File: src/rtl/btn_pkg.sv
// ---------------------------------------------------------------------------
// btn_pkg
// Shared definitions for the button auto-repeat controller:
//   - btn_state_t : per-channel FSM state encoding
//   - DEF_*       : default timing constants (12.5 kHz system clock)
//   - clog2()     : ceiling log2, used to range-check the counter width
// ---------------------------------------------------------------------------
package btn_pkg;

    typedef enum logic [2:0] {
        IDLE     = 3'd0,
        PRESS_DB = 3'd1,
        HOLD     = 3'd2,
        REPEAT   = 3'd3,
        REL_DB   = 3'd4
    } btn_state_t;

    localparam int DEF_DEBOUNCE_CYCLES = 512;
    localparam int DEF_REPEAT_DELAY    = 6250;
    localparam int DEF_REPEAT_PERIOD   = 1250;
    localparam int DEF_CNT_W           = 16;

    // Smallest r with 2**r >= value (0 for value <= 1).
    function automatic int clog2(input longint unsigned value);
        int result;
        result = 0;
        for (int i = 0; i < 63; i++) begin
            if ((64'd1 << i) < value) begin
                result = i + 1;
            end
        end
        return result;
    endfunction

endpackage

File: src/rtl/btn_channel.sv
// ---------------------------------------------------------------------------
// btn_channel
// One push-button conditioning channel: two-flop synchroniser, press/release
// debounce and auto-repeat pulse generation with a single shared counter.
//
// Ports:
//   clk        in   system clock
//   rst        in   asynchronous active-high reset
//   btn_raw    in   raw (asynchronous) button level, active-high
//   repeat_en  in   1 = auto-repeat while held, 0 = one pulse per press
//   pulse      out  registered one-cycle step pulse
//   held       out  press accepted and release not yet debounced
//
// State table:
//   state    | meaning
//   IDLE     | button released, waiting for sync=1
//   PRESS_DB | counting stable-high cycles before accepting the press
//   HOLD     | press accepted, timing the initial repeat delay
//   REPEAT   | auto-repeating, one pulse every REPEAT_PERIOD cycles
//   REL_DB   | counting stable-low cycles before accepting the release
// ---------------------------------------------------------------------------
module btn_channel
    import btn_pkg::*;
#(
    parameter int DEBOUNCE_CYCLES = DEF_DEBOUNCE_CYCLES,
    parameter int REPEAT_DELAY    = DEF_REPEAT_DELAY,
    parameter int REPEAT_PERIOD   = DEF_REPEAT_PERIOD,
    parameter int CNT_W           = DEF_CNT_W
) (
    input  logic clk,
    input  logic rst,
    input  logic btn_raw,
    input  logic repeat_en,
    output logic pulse,
    output logic held
);

    localparam logic [CNT_W-1:0] DB_LAST     = CNT_W'(DEBOUNCE_CYCLES - 1);
    localparam logic [CNT_W-1:0] DELAY_LAST  = CNT_W'(REPEAT_DELAY - 1);
    localparam logic [CNT_W-1:0] PERIOD_LAST = CNT_W'(REPEAT_PERIOD - 1);
    localparam logic [CNT_W-1:0] CNT_ONE     = CNT_W'(1);

    logic             sync_meta;
    logic             btn_sync;
    btn_state_t       state;
    btn_state_t       state_nxt;
    logic [CNT_W-1:0] cnt;
    logic [CNT_W-1:0] cnt_nxt;
    logic             pulse_nxt;

    always_ff @(posedge clk or posedge rst) begin
        if (rst) begin
            sync_meta <= 1'b0;
            btn_sync  <= 1'b0;
        end else begin
            sync_meta <= btn_raw;
            btn_sync  <= sync_meta;
        end
    end

    always_ff @(posedge clk or posedge rst) begin
        if (rst) begin
            state <= IDLE;
            cnt   <= '0;
            pulse <= 1'b0;
        end else begin
            state <= state_nxt;
            cnt   <= cnt_nxt;
            pulse <= pulse_nxt;
        end
    end

    always_comb begin
        state_nxt = state;
        cnt_nxt   = cnt;
        pulse_nxt = 1'b0;
        case (state)
            IDLE: begin
                if (btn_sync) begin
                    state_nxt = PRESS_DB;
                    cnt_nxt   = '0;
                end
            end
            PRESS_DB: begin
                if (!btn_sync) begin
                    state_nxt = IDLE;
                    cnt_nxt   = '0;
                end else if (cnt == DB_LAST) begin
                    state_nxt = HOLD;
                    cnt_nxt   = '0;
                    pulse_nxt = 1'b1;
                end else begin
                    cnt_nxt = cnt + CNT_ONE;
                end
            end
            HOLD: begin
                if (!btn_sync) begin
                    state_nxt = REL_DB;
                    cnt_nxt   = '0;
                end else if (repeat_en && (cnt == DELAY_LAST)) begin
                    state_nxt = REPEAT;
                    cnt_nxt   = '0;
                    pulse_nxt = 1'b1;
                end else if (cnt != DELAY_LAST) begin
                    // Saturates when repeat is off, so re-enabling repeat
                    // after a long hold fires on the next cycle.
                    cnt_nxt = cnt + CNT_ONE;
                end
            end
            REPEAT: begin
                if (!btn_sync) begin
                    state_nxt = REL_DB;
                    cnt_nxt   = '0;
                end else if (!repeat_en) begin
                    state_nxt = HOLD;
                    cnt_nxt   = '0;
                end else if (cnt == PERIOD_LAST) begin
                    cnt_nxt   = '0;
                    pulse_nxt = 1'b1;
                end else begin
                    cnt_nxt = cnt + CNT_ONE;
                end
            end
            REL_DB: begin
                // A short high during release is bounce: back to HOLD with
                // the repeat delay restarted and no new pulse.
                if (btn_sync) begin
                    state_nxt = HOLD;
                    cnt_nxt   = '0;
                end else if (cnt == DB_LAST) begin
                    state_nxt = IDLE;
                    cnt_nxt   = '0;
                end else begin
                    cnt_nxt = cnt + CNT_ONE;
                end
            end
            default: begin
                state_nxt = IDLE;
                cnt_nxt   = '0;
            end
        endcase
    end

    assign held = (state == HOLD) || (state == REPEAT) || (state == REL_DB);

endmodule

File: src/rtl/btn_repeat_ctrl.sv
// ---------------------------------------------------------------------------
// btn_repeat_ctrl
// Increment/decrement button front end for the PWM duty-cycle block. Each
// button gets a debounce + auto-repeat channel; the outputs are then gated so
// that only one direction can step at a time.
//
// Ports:
//   clk           in   system clock (12.5 kHz nominal)
//   rst           in   asynchronous active-high reset
//   btn_incr_raw  in   raw increment button
//   btn_decr_raw  in   raw decrement button
//   repeat_en     in   auto-repeat enable
//   incr_pulse    out  one-cycle increment command
//   decr_pulse    out  one-cycle decrement command
//   incr_held     out  increment button accepted as held
//   decr_held     out  decrement button accepted as held
// ---------------------------------------------------------------------------
module btn_repeat_ctrl
    import btn_pkg::*;
#(
    parameter int DEBOUNCE_CYCLES = DEF_DEBOUNCE_CYCLES,
    parameter int REPEAT_DELAY    = DEF_REPEAT_DELAY,
    parameter int REPEAT_PERIOD   = DEF_REPEAT_PERIOD,
    parameter int CNT_W           = DEF_CNT_W
) (
    input  logic clk,
    input  logic rst,
    input  logic btn_incr_raw,
    input  logic btn_decr_raw,
    input  logic repeat_en,
    output logic incr_pulse,
    output logic decr_pulse,
    output logic incr_held,
    output logic decr_held
);

    localparam int MAX_AB    = (DEBOUNCE_CYCLES > REPEAT_DELAY) ? DEBOUNCE_CYCLES : REPEAT_DELAY;
    localparam int MAX_COUNT = (MAX_AB > REPEAT_PERIOD) ? MAX_AB : REPEAT_PERIOD;

    if (clog2(longint'(MAX_COUNT) + 64'd1) > CNT_W) begin : g_cnt_w_too_small
        $error("btn_repeat_ctrl: CNT_W too narrow for the configured cycle counts");
    end

    logic incr_raw_pulse;
    logic decr_raw_pulse;

    btn_channel #(
        .DEBOUNCE_CYCLES (DEBOUNCE_CYCLES),
        .REPEAT_DELAY    (REPEAT_DELAY),
        .REPEAT_PERIOD   (REPEAT_PERIOD),
        .CNT_W           (CNT_W)
    ) u_incr (
        .clk       (clk),
        .rst       (rst),
        .btn_raw   (btn_incr_raw),
        .repeat_en (repeat_en),
        .pulse     (incr_raw_pulse),
        .held      (incr_held)
    );

    btn_channel #(
        .DEBOUNCE_CYCLES (DEBOUNCE_CYCLES),
        .REPEAT_DELAY    (REPEAT_DELAY),
        .REPEAT_PERIOD   (REPEAT_PERIOD),
        .CNT_W           (CNT_W)
    ) u_decr (
        .clk       (clk),
        .rst       (rst),
        .btn_raw   (btn_decr_raw),
        .repeat_en (repeat_en),
        .pulse     (decr_raw_pulse),
        .held      (decr_held)
    );

    // Both inputs are registered, so this gating adds no glitch risk. A step
    // is dropped whenever the opposite button is active in any way; the
    // channels themselves keep running so timing resumes undisturbed.
    assign incr_pulse = incr_raw_pulse & ~decr_held & ~decr_raw_pulse;
    assign decr_pulse = decr_raw_pulse & ~incr_held & ~incr_raw_pulse;

endmodule

File: config.mk
export PLATFORM = sky130hd
export DESIGN_NAME = btn_repeat_ctrl
export DESIGN_NICKNAME = d
export VERILOG_FILES = /design/src/rtl/btn_pkg.sv /design/src/rtl/btn_channel.sv /design/src/rtl/btn_repeat_ctrl.sv
export SDC_FILE = /design/constraint.sdc
export NUM_CORES = 1
export LEC_CHECK = 0
export BUFFER_PORTS_ARGS = -buffer_cell sky130_fd_sc_hd__buf_2
export CAP_MARGIN = 20
export CORE_ASPECT_RATIO = 1.2
export CORE_UTILIZATION = 45
export CTS_BUF_LIST = sky130_fd_sc_hd__clkbuf_4 sky130_fd_sc_hd__clkbuf_8
export CTS_CLUSTER_DIAMETER = 40
export CTS_CLUSTER_SIZE = 25
export DETAILED_ROUTE_END_ITERATION = 8
export HOLD_SLACK_MARGIN = 0.08
export PLACE_DENSITY = 0.72
export SKIP_CTS_REPAIR_TIMING = 1
export SYNTH_ARGS = -nofsm -noshare
export SYNTH_HDL_FRONTEND = slang
export SYNTH_SLANG_ARGS = --single-unit
File: constraint.sdc
create_clock -name clk -period 2.9 [get_ports clk]
set_input_delay 0.145 -clock clk [delete_from_list [all_inputs] [get_ports clk]]
set_output_delay 0.145 -clock clk [all_outputs]
set_load 0.05 [all_outputs]
Word level (Yosys, flattened, before mapping)
Cells that the tools add are included.
{ "totals": {"register_bits": 44, "in_bits": 5, "out_inout_bits": 4, "wordCells": 117} }
{ "op_classes": {"n_addsub": 2, "eq_ne": 28, "n_mux": 57, "bitwise": 8, "n_reduce_logical": 12} }
{ "op_table": {"columns": ["op", "count"], "rows": [
  ["16-bit 2-to-1 mux", 20],
  ["16-bit case mux with 5 select lines", 2],
  ["3-bit 2-to-1 mux", 17],
  ["16-bit by 1-bit adder with 16-bit output (second input constant)", 2],
  ["16-bit by 11-bit equality test with 1-bit output (second input constant)", 2],
  ["16-bit by 13-bit equality test with 1-bit output (second input constant)", 2],
  ["16-bit by 9-bit equality test with 1-bit output (second input constant)", 2],
  ["16-bit by 13-bit inequality test with 1-bit output (second input constant)", 2],
  ["3-bit case mux with 5 select lines", 2],
  ["3-bit inequality test (second input constant)", 6],
  ["1-bit 2-to-1 mux", 14],
  ["3-bit by 2-bit equality test with 1-bit output (second input constant)", 4],
  ["5-bit AND reduction", 2],
  ["4-bit inequality test (second input constant)", 2],
  ["3-bit by 1-bit equality test with 1-bit output (second input constant)", 2],
  ["3-bit equality test (second input constant)", 2],
  ["3-bit logical NOT", 2],
  ["3-bit by 1-bit inequality test with 1-bit output (second input constant)", 2],
  ["1-bit case mux with 3 select lines", 2],
  ["1-bit AND", 4],
  ["1-bit logical OR", 4],
  ["2-bit by 1-bit inequality test with 1-bit output (second input constant)", 2],
  ["1-bit inverter", 4],
  ["2-bit AND reduction", 2],
  ["1-bit logical AND", 2]
]} }

Depth between registers and ports, before layout
Gate-level depths: netlist (run 1).
{ "logic_depth": {"word_depth": 6, "mapped_depth": 9} }

By module
Synthesis (run 1) repeated with hierarchy kept, for this count alone.
{ "unflattened": {"hier_cells": 276, "area_unflattened_um2": 2672.6} }
{ "by_module_without_submodules": {"columns": ["module", "instances", "cells_per_inst", "area_per_inst_um2", "seq_area_each_um2"], "rows": [
  ["btn_channel at u_decr", 1, 135, 1356.3, 550.5],
  ["btn_channel at u_incr", 1, 139, 1291.2, 550.5],
  ["btn_repeat_ctrl", 1, 2, 25.0, 0.0]
]} }

Worst setup path after synthesis (run 1)
Ideal clock, no wire load.
{ "synth_timing": {"path_type": "register -> output", "from": "register u_decr.state[0]", "to": "output incr_pulse", "arrival_time_ps": 2341, "slack_ps": 414, "path_stages_with_launch": 6, "path_cell_list": "dfrtp_1 clkbuf_1 nor2_1 nand2_1 nand2_1 nor3b_1"} }
{ "synth_via": {"elab_chain_cells": 6, "word_cells_on_any_way": 8} }
{ "synth_rtl": {"columns": ["element", "line_no", "text"], "rows": [
  ["from (decl)", "btn_channel.sv:45", "btn_state_t state;"],
  ["from (signal assigned)", "btn_channel.sv:67", "state <= state_nxt;"],
  ["3-bit by 2-bit equality test with 1-bit output", "btn_channel.sv:144", "assign held = (state == HOLD) || (state == REPEAT) || (state == REL_DB);"],
  ["1-bit logical OR", "btn_channel.sv:144", null],
  ["1-bit logical OR (*)", "btn_channel.sv:144", null],
  ["net decr_held", "btn_repeat_ctrl.sv:34", "output logic decr_held"],
  ["1-bit inverter (*)", "btn_repeat_ctrl.sv:78", "assign incr_pulse = incr_raw_pulse & ~decr_held & ~decr_raw_pulse;"],
  ["1-bit AND (*) (2 in series)", "btn_repeat_ctrl.sv:78", null],
  ["to (decl)", "btn_repeat_ctrl.sv:31", "output logic incr_pulse,"]
]} }
Mark *: on every way through the listed nets, which the timed path passes. The rest lies on a longest branch.

Worst setup path in the final report (run 1)
{ "layout_timing": {"from": "register u_incr.cnt[1]", "to": "register u_incr.cnt[2]"} }
{ "layout_via": {"elab_chain_cells": 5, "word_cells_on_any_way": 18} }
{ "layout_rtl": {"columns": ["element", "line_no", "text"], "rows": [
  ["from (decl)", "btn_channel.sv:47", "logic [CNT_W-1:0] cnt;"],
  ["from (signal assigned)", "btn_channel.sv:68", "cnt <= cnt_nxt;"],
  ["16-bit by 1-bit adder with 16-bit output, or another cell as far along", null, null],
  ["16-bit 2-to-1 mux, or another cell as far along", "btn_channel.sv:117", "end else if (cnt == PERIOD_LAST) begin"],
  ["16-bit 2-to-1 mux, on equally long branches", "btn_channel.sv:114, btn_channel.sv:100", null],
  ["16-bit 2-to-1 mux, on equally long branches", "btn_channel.sv:111, btn_channel.sv:97", null],
  ["16-bit case mux with 5 select lines", "btn_channel.sv:77", "case (state)"]
]} }
Several ways; a longest one is shown, not always the timed one. The select of a mux whose other input is x is not followed.
A chain may end at the register's enable or synchronous reset.

==> results.cfg, run 1 <==
[placed_design]
place_worst_setup_slack_ps = 473.7
hpwl_um = 4503
io_buffers = 8
gp_congestion = 0.8367

[power_and_ir_drop]
p_per_area_nw_per_um2 = 383.4
p_leak_nw = 1.151
ir_worst_vdd_uv = 221.2

[global_route]
gr-total-overflow = 0
grt_use_total_pct = 20.18
antenna_found_initial = 0
grt_max_degree = 45
grt_pass1_wl_um = 10520
first_global_vias = 2278

[cts]
cts_buffers = 5
clk_path_buf_depth = 2
cts_tree = done
clock-sinks = 44
insertion_delay_ps = 300
cts-root-buf = clkbuf_8
clk_pin_slew_ps = 90
cts_max_level = 2

[synthesis]
syn_nets = 327
syn_area_um2 = 2884
yosys_register_bits = 44
yosys_warnings = 0
syn_inst = 318
syn_avg_cell_area_um2 = 9.069
async_flop_share_pct = 100.0
synth-edff-count = 0
ys_types = 66
yosys_most_used_dff = dfrtp_1
yosysSeqAreaShare_pct = 38.18

[status]
outcome = completed

[cells_and_area]
regArea_um2 = 1101
multiInputGateArea_um2 = 1620
final_nets = 325
drive_above_1_share_pct = 13.56
syn2layout_area_growth_pct = 6.464
fillers = 593
diodes = 0

[timing]
period_minus_slack_ps = 2443
rsz0062_at_grt = false
tightest_slew_ps = 910.8
fmax_mhz = 409.4
max_slew_margin_pct = 39.19
timing.final.ws_setup_ps = 457.3
post-route-period-util_pct = 84.23
setup-violations-final = 0
hold_viol = 0
maxSlewViolCount = 0
tns_ps = 0
finClkSkew_ps = 12.97

[critical_path]
start_kind = flip-flop
rrSetupSlack_ps = 460
reg2regPathDepth = 7
crit_required_ps = 3080
endpoint = u_incr.cnt[2]
cp-end-kind = flip-flop
critPathArrivalTime_ps = 2620
reg2reg_to = u_incr.cnt[2]
cp-startpoint = u_incr.cnt[1]
critPathKind = reg2reg
rr_startpoint = u_incr.cnt[1]
path_max_fanout = 10

[routing]
avgViaCountPerCell = 6.216
antenna_left = 0
vias = 2480
drtIter0Drc = 192
firstDrtPassIters = 4
wl_per_cell_um = 15.97
wirelength_um = 6374
drc_errors = 0

[floorplan]
die_x_um = 75.08
core-area_um2 = 6128
placementRows = 31
start_util_pct = 47.06
chipHeight_um = 89.70
io_pins = 9
die-area_um2 = 6734

[flow_run]
drv_cap = 0

[hold_path]
hold_class = in2async
## synth_stat cells, drive strengths merged, types with 9 or more instances
library cell  instances  area, um^2
clkbuf               13       50.04
inv                  12       45.04
o211ai               13       107.6
dfrtp                44        1101
a21oi                20       103.9
o21ai                11       55.05
buf                  10       67.56
nand2                33       123.9
nand3                12       60.06
nor2                 17       63.81
nor4                 13       111.4
nor3                  9       56.31
nand4                11       68.82
## final cells by class
cell class | count | share of cell area, %
multi-input cells | 239 | 52.77
flip-flops and latches | 44 | 35.86
well taps | 82 | 3.341
repair buffers | 14 | 2.934
clock buffers | 5 | 2.241
inverters | 12 | 1.467
clock inverters | 3 | 1.385
## state kept, by name (all words and copies together), names as in the netlist
| name | cells |
|---|---|
| u_decr.btn_sync | 1 |
| u_decr.cnt | 16 |
| u_decr.pulse | 1 |
| u_decr.state | 3 |
| u_decr.sync_meta | 1 |
| u_incr.btn_sync | 1 |
| u_incr.cnt | 16 |
| u_incr.pulse | 1 |
| u_incr.state | 3 |
| u_incr.sync_meta | 1 |
## stage by stage
stage / hold WS [ps] / std cells / util (%) / power, mW / instance area (um^2)
after floorplan: 176.4 / 318 / - / 0.6987 / 2884
after global placement: 254.3 / 388 / 47.84 / 0.7150 / 2932
after detailed placement: 255.1 / 388 / 47.84 / 0.7167 / 2932
after CTS: -56.53 / 396 / 49.65 / 1.191 / 3043
after global routing: 151.8 / 399 / 50.10 / 1.231 / 3070
final: 42.40 / 399 / 50.10 / 1.177 / 3070
## kinds of logic (layout without fill, tap and decap cells)
logic type / Yosys count / in the layout / synth area share (%)
compound gates: 85 / 85 / 22.52
xor+xnor: 6 / 6 / 1.822
fa+ha+maj: 4 / 4 / 1.735
buf+inv: 35 / 34 / 5.639
flops: 44 / 44 / 38.18
mux: 4 / 4 / 1.432
simple gates: 140 / 140 / 28.68
## how the worst min path moves through the flow
stage / start / endpoint / depth (start not counted)
after floorplan: btn_decr_raw / u_decr.sync_meta / 0
after global placement: btn_decr_raw / u_decr.sync_meta / 1
after detailed placement: btn_incr_raw / u_incr.sync_meta / 1
after CTS: btn_incr_raw / u_incr.sync_meta / 1
after global routing: rst / u_decr.cnt[14] / 2
final: rst / u_decr.cnt[14] / 2
## layout by cell type (no fill, tap or decap), types with 4 or more instances in the layout
master    synthesis  layout
dfrtp_1          44      44
nand2_1          33      33
a21oi_1          19      19
nor2_1           17      17
nand3_1          12      12
inv_1            12      11
nand4_1          11      11
nor4_1           11      11
o211ai_1         11      11
nor3_1            8       8
buf_2             6       8
o21ai_0           7       7
or3_1             5       5
and3_1            5       5
nor2b_1           5       5
a221o_1           5       5
clkbuf_8          0       5
nand3b_1          4       4
o21ai_1           4       4
xnor2_1           4       4
o41ai_1           4       4
ha_1              4       4
buf_4             2       4
## worst max-delay path, cell delays in order (launching register included)
cell and delay, ps:
dfrtp_1 410, inv_1 70, ha_1 140, nor4bb_1 470
and4_1 340, a2111o_1 350, a21oi_2 170, a311o_1 380
## power breakdown
group / internal (mW) / switching, mW / leakage (nW)
registers: 0.621 / 0.0128 / 0.599
clock network: 0.255 / 0.215 / 0.0541
logic: 0.0221 / 0.0511 / 0.498
## metal layers
| layer | GRT usage, % | up-vias | share of wire (%) |
|---|---|---|---|
| met4 | 6.861 | 0 | 0.97 |
| met1 | 24.67 | 1228 | 44 |
| met5 | 0 | - | 0 |
| li1 | - | 1200 | - |
| met2 | 35.38 | 43 | 52 |
| met3 | 3.795 | 9 | 2.8 |
No activity file was read; power rests on OpenSTA's default activity.
==> run 2: changes to the inputs <==
==> constraint.sdc (replaced) <==
create_clock -name clk -period 2.5 [get_ports clk]
set_input_delay 0.125 -clock clk [delete_from_list [all_inputs] [get_ports clk]]
set_output_delay 0.125 -clock clk [all_outputs]
set_load 0.05 [all_outputs]
==> run 2 against run 1 <==
Net effect:
- hold slack worse by 13 ps
- cell count grew 5.0%
- critical endpoint unchanged
- final area rose by 4.9%
- clock power is 0.9% higher
- sequential power grew 15%
==> results.cfg, run 2 (synthesis gave the netlist of run 1 again) <==
[routing]
firstDrtPassIters = 4
antenna_left = 0
wirelength_um = 6689
avgViaCountPerCell = 6.131
drtIter0Drc = 230
vias = 2569
drc_errors = 0
wl_per_cell_um = 15.96

[cells_and_area]
final_cell_mix = 44 x dfrtp_1, 33 x nand2_1, 23 x buf_4, 19 x a21oi_1, 17 x nor2_1
final_nets = 345
final_common_cell = dfrtp_1
finish.utilization_pct = 52.55
final_cells = 419
final_area_um2 = 3221
drive_above_1_share_pct = 18.99
diodes = 0
syn2layout_area_growth_pct = 11.67
reg_top3 = u_decr.cnt x16, u_incr.cnt x16

[global_route]
grt_use_total_pct = 21.74
antenna_found_initial = 0
gr-total-overflow = 0
grt_max_degree = 45
first_global_vias = 2411
grt_pass1_wl_um = 11230

[power_and_ir_drop]
p_leak_nw = 1.246
p_per_area_nw_per_um2 = 404.2
power_mw = 1.302
ir_worst_vdd_uv = 236.8

[placed_design]
place_area_um2 = 3102
place_inst = 409
place_worst_setup_slack_ps = 139.8
gp_congestion = 0.8561
hpwl_um = 4849
io_buffers = 8

[critical_path]
reg2regPathDepth = 7
critPathKind = reg2reg
cp-startpoint = u_incr.cnt[1]
cp-end-kind = flip-flop
path_max_fanout = 10
rr_startpoint = u_incr.cnt[1]
rrSetupSlack_ps = 140
critPathArrivalTime_ps = 2540
crit_required_ps = 2680
endpoint = u_incr.cnt[2]
reg2reg_to = u_incr.cnt[2]
start_kind = flip-flop

[timing]
hold_viol = 0
max_slew_margin_pct = 38.39
rsz0062_at_grt = true
tightest_slew_ps = 922.9
finClkSkew_ps = 13.21
setup-violations-final = 0
maxSlewViolCount = 0
post-route-period-util_pct = 94.35
fmax_mhz = 423.9
tns_ps = 0
period_minus_slack_ps = 2359
timing.hold.ws_ps = 29.53
timing.final.ws_setup_ps = 141.2

[floorplan]
io_pins = 9
die_x_um = 75.08
core-area_um2 = 6128
die-area_um2 = 6734
chipHeight_um = 89.70
start_util_pct = 47.06
placementRows = 31

[cts]
clk_pin_slew_ps = 90
clk_path_buf_depth = 2
insertion_delay_ps = 300
cts_max_level = 2
cts_buffers = 5
cts_tree = done
cts-root-buf = clkbuf_8
clock-sinks = 44

[hold_path]
hold_class = in2async

[status]
outcome = completed

[flow_run]
drv_cap = 0
[run 2: how the worst min path moves through the flow]
stage,from,end,slack [ps],depth (start not counted)
finish,rst,u_decr.cnt[8],30,2
global route,rst,u_decr.cnt[2],120,2
CTS,btn_decr_raw,u_decr.sync_meta,-80,1
detailed placement,btn_decr_raw,u_decr.sync_meta,240,1
global placement,btn_decr_raw,u_decr.sync_meta,230,1
floorplan,btn_decr_raw,u_decr.sync_meta,160,0
[run 2: per-layer routing]
layer	wire [um]	track usage (%)
met5	0	0
met4	120	8.748
met1	2780	25.10
met3	200	3.460
met2	3589	39.64
[run 2: layout make-up]
class	count	area, um^2
clock buffers	6	82.58
clock inverters	2	15.01
fillers	579	2908
inverters	12	45.04
multi-input cells	239	1622
flip-flops and latches	44	1101
well taps	82	102.6
repair buffers	34	252.7
[run 2: power by group]
part           leakage [nW]  internal, mW  switching (mW)
sequential            0.599         0.720          0.0106
combinational         0.604        0.0320          0.0650
clock                0.0434         0.224           0.250
[run 2: critical path, cell delays in order (launching register included)]
cell and delay, ps:
dfrtp_1 410, inv_1 60, ha_1 130, nor4bb_1 420, and4_1 340, a2111o_1 340, a21oi_2 170, a311o_1 380
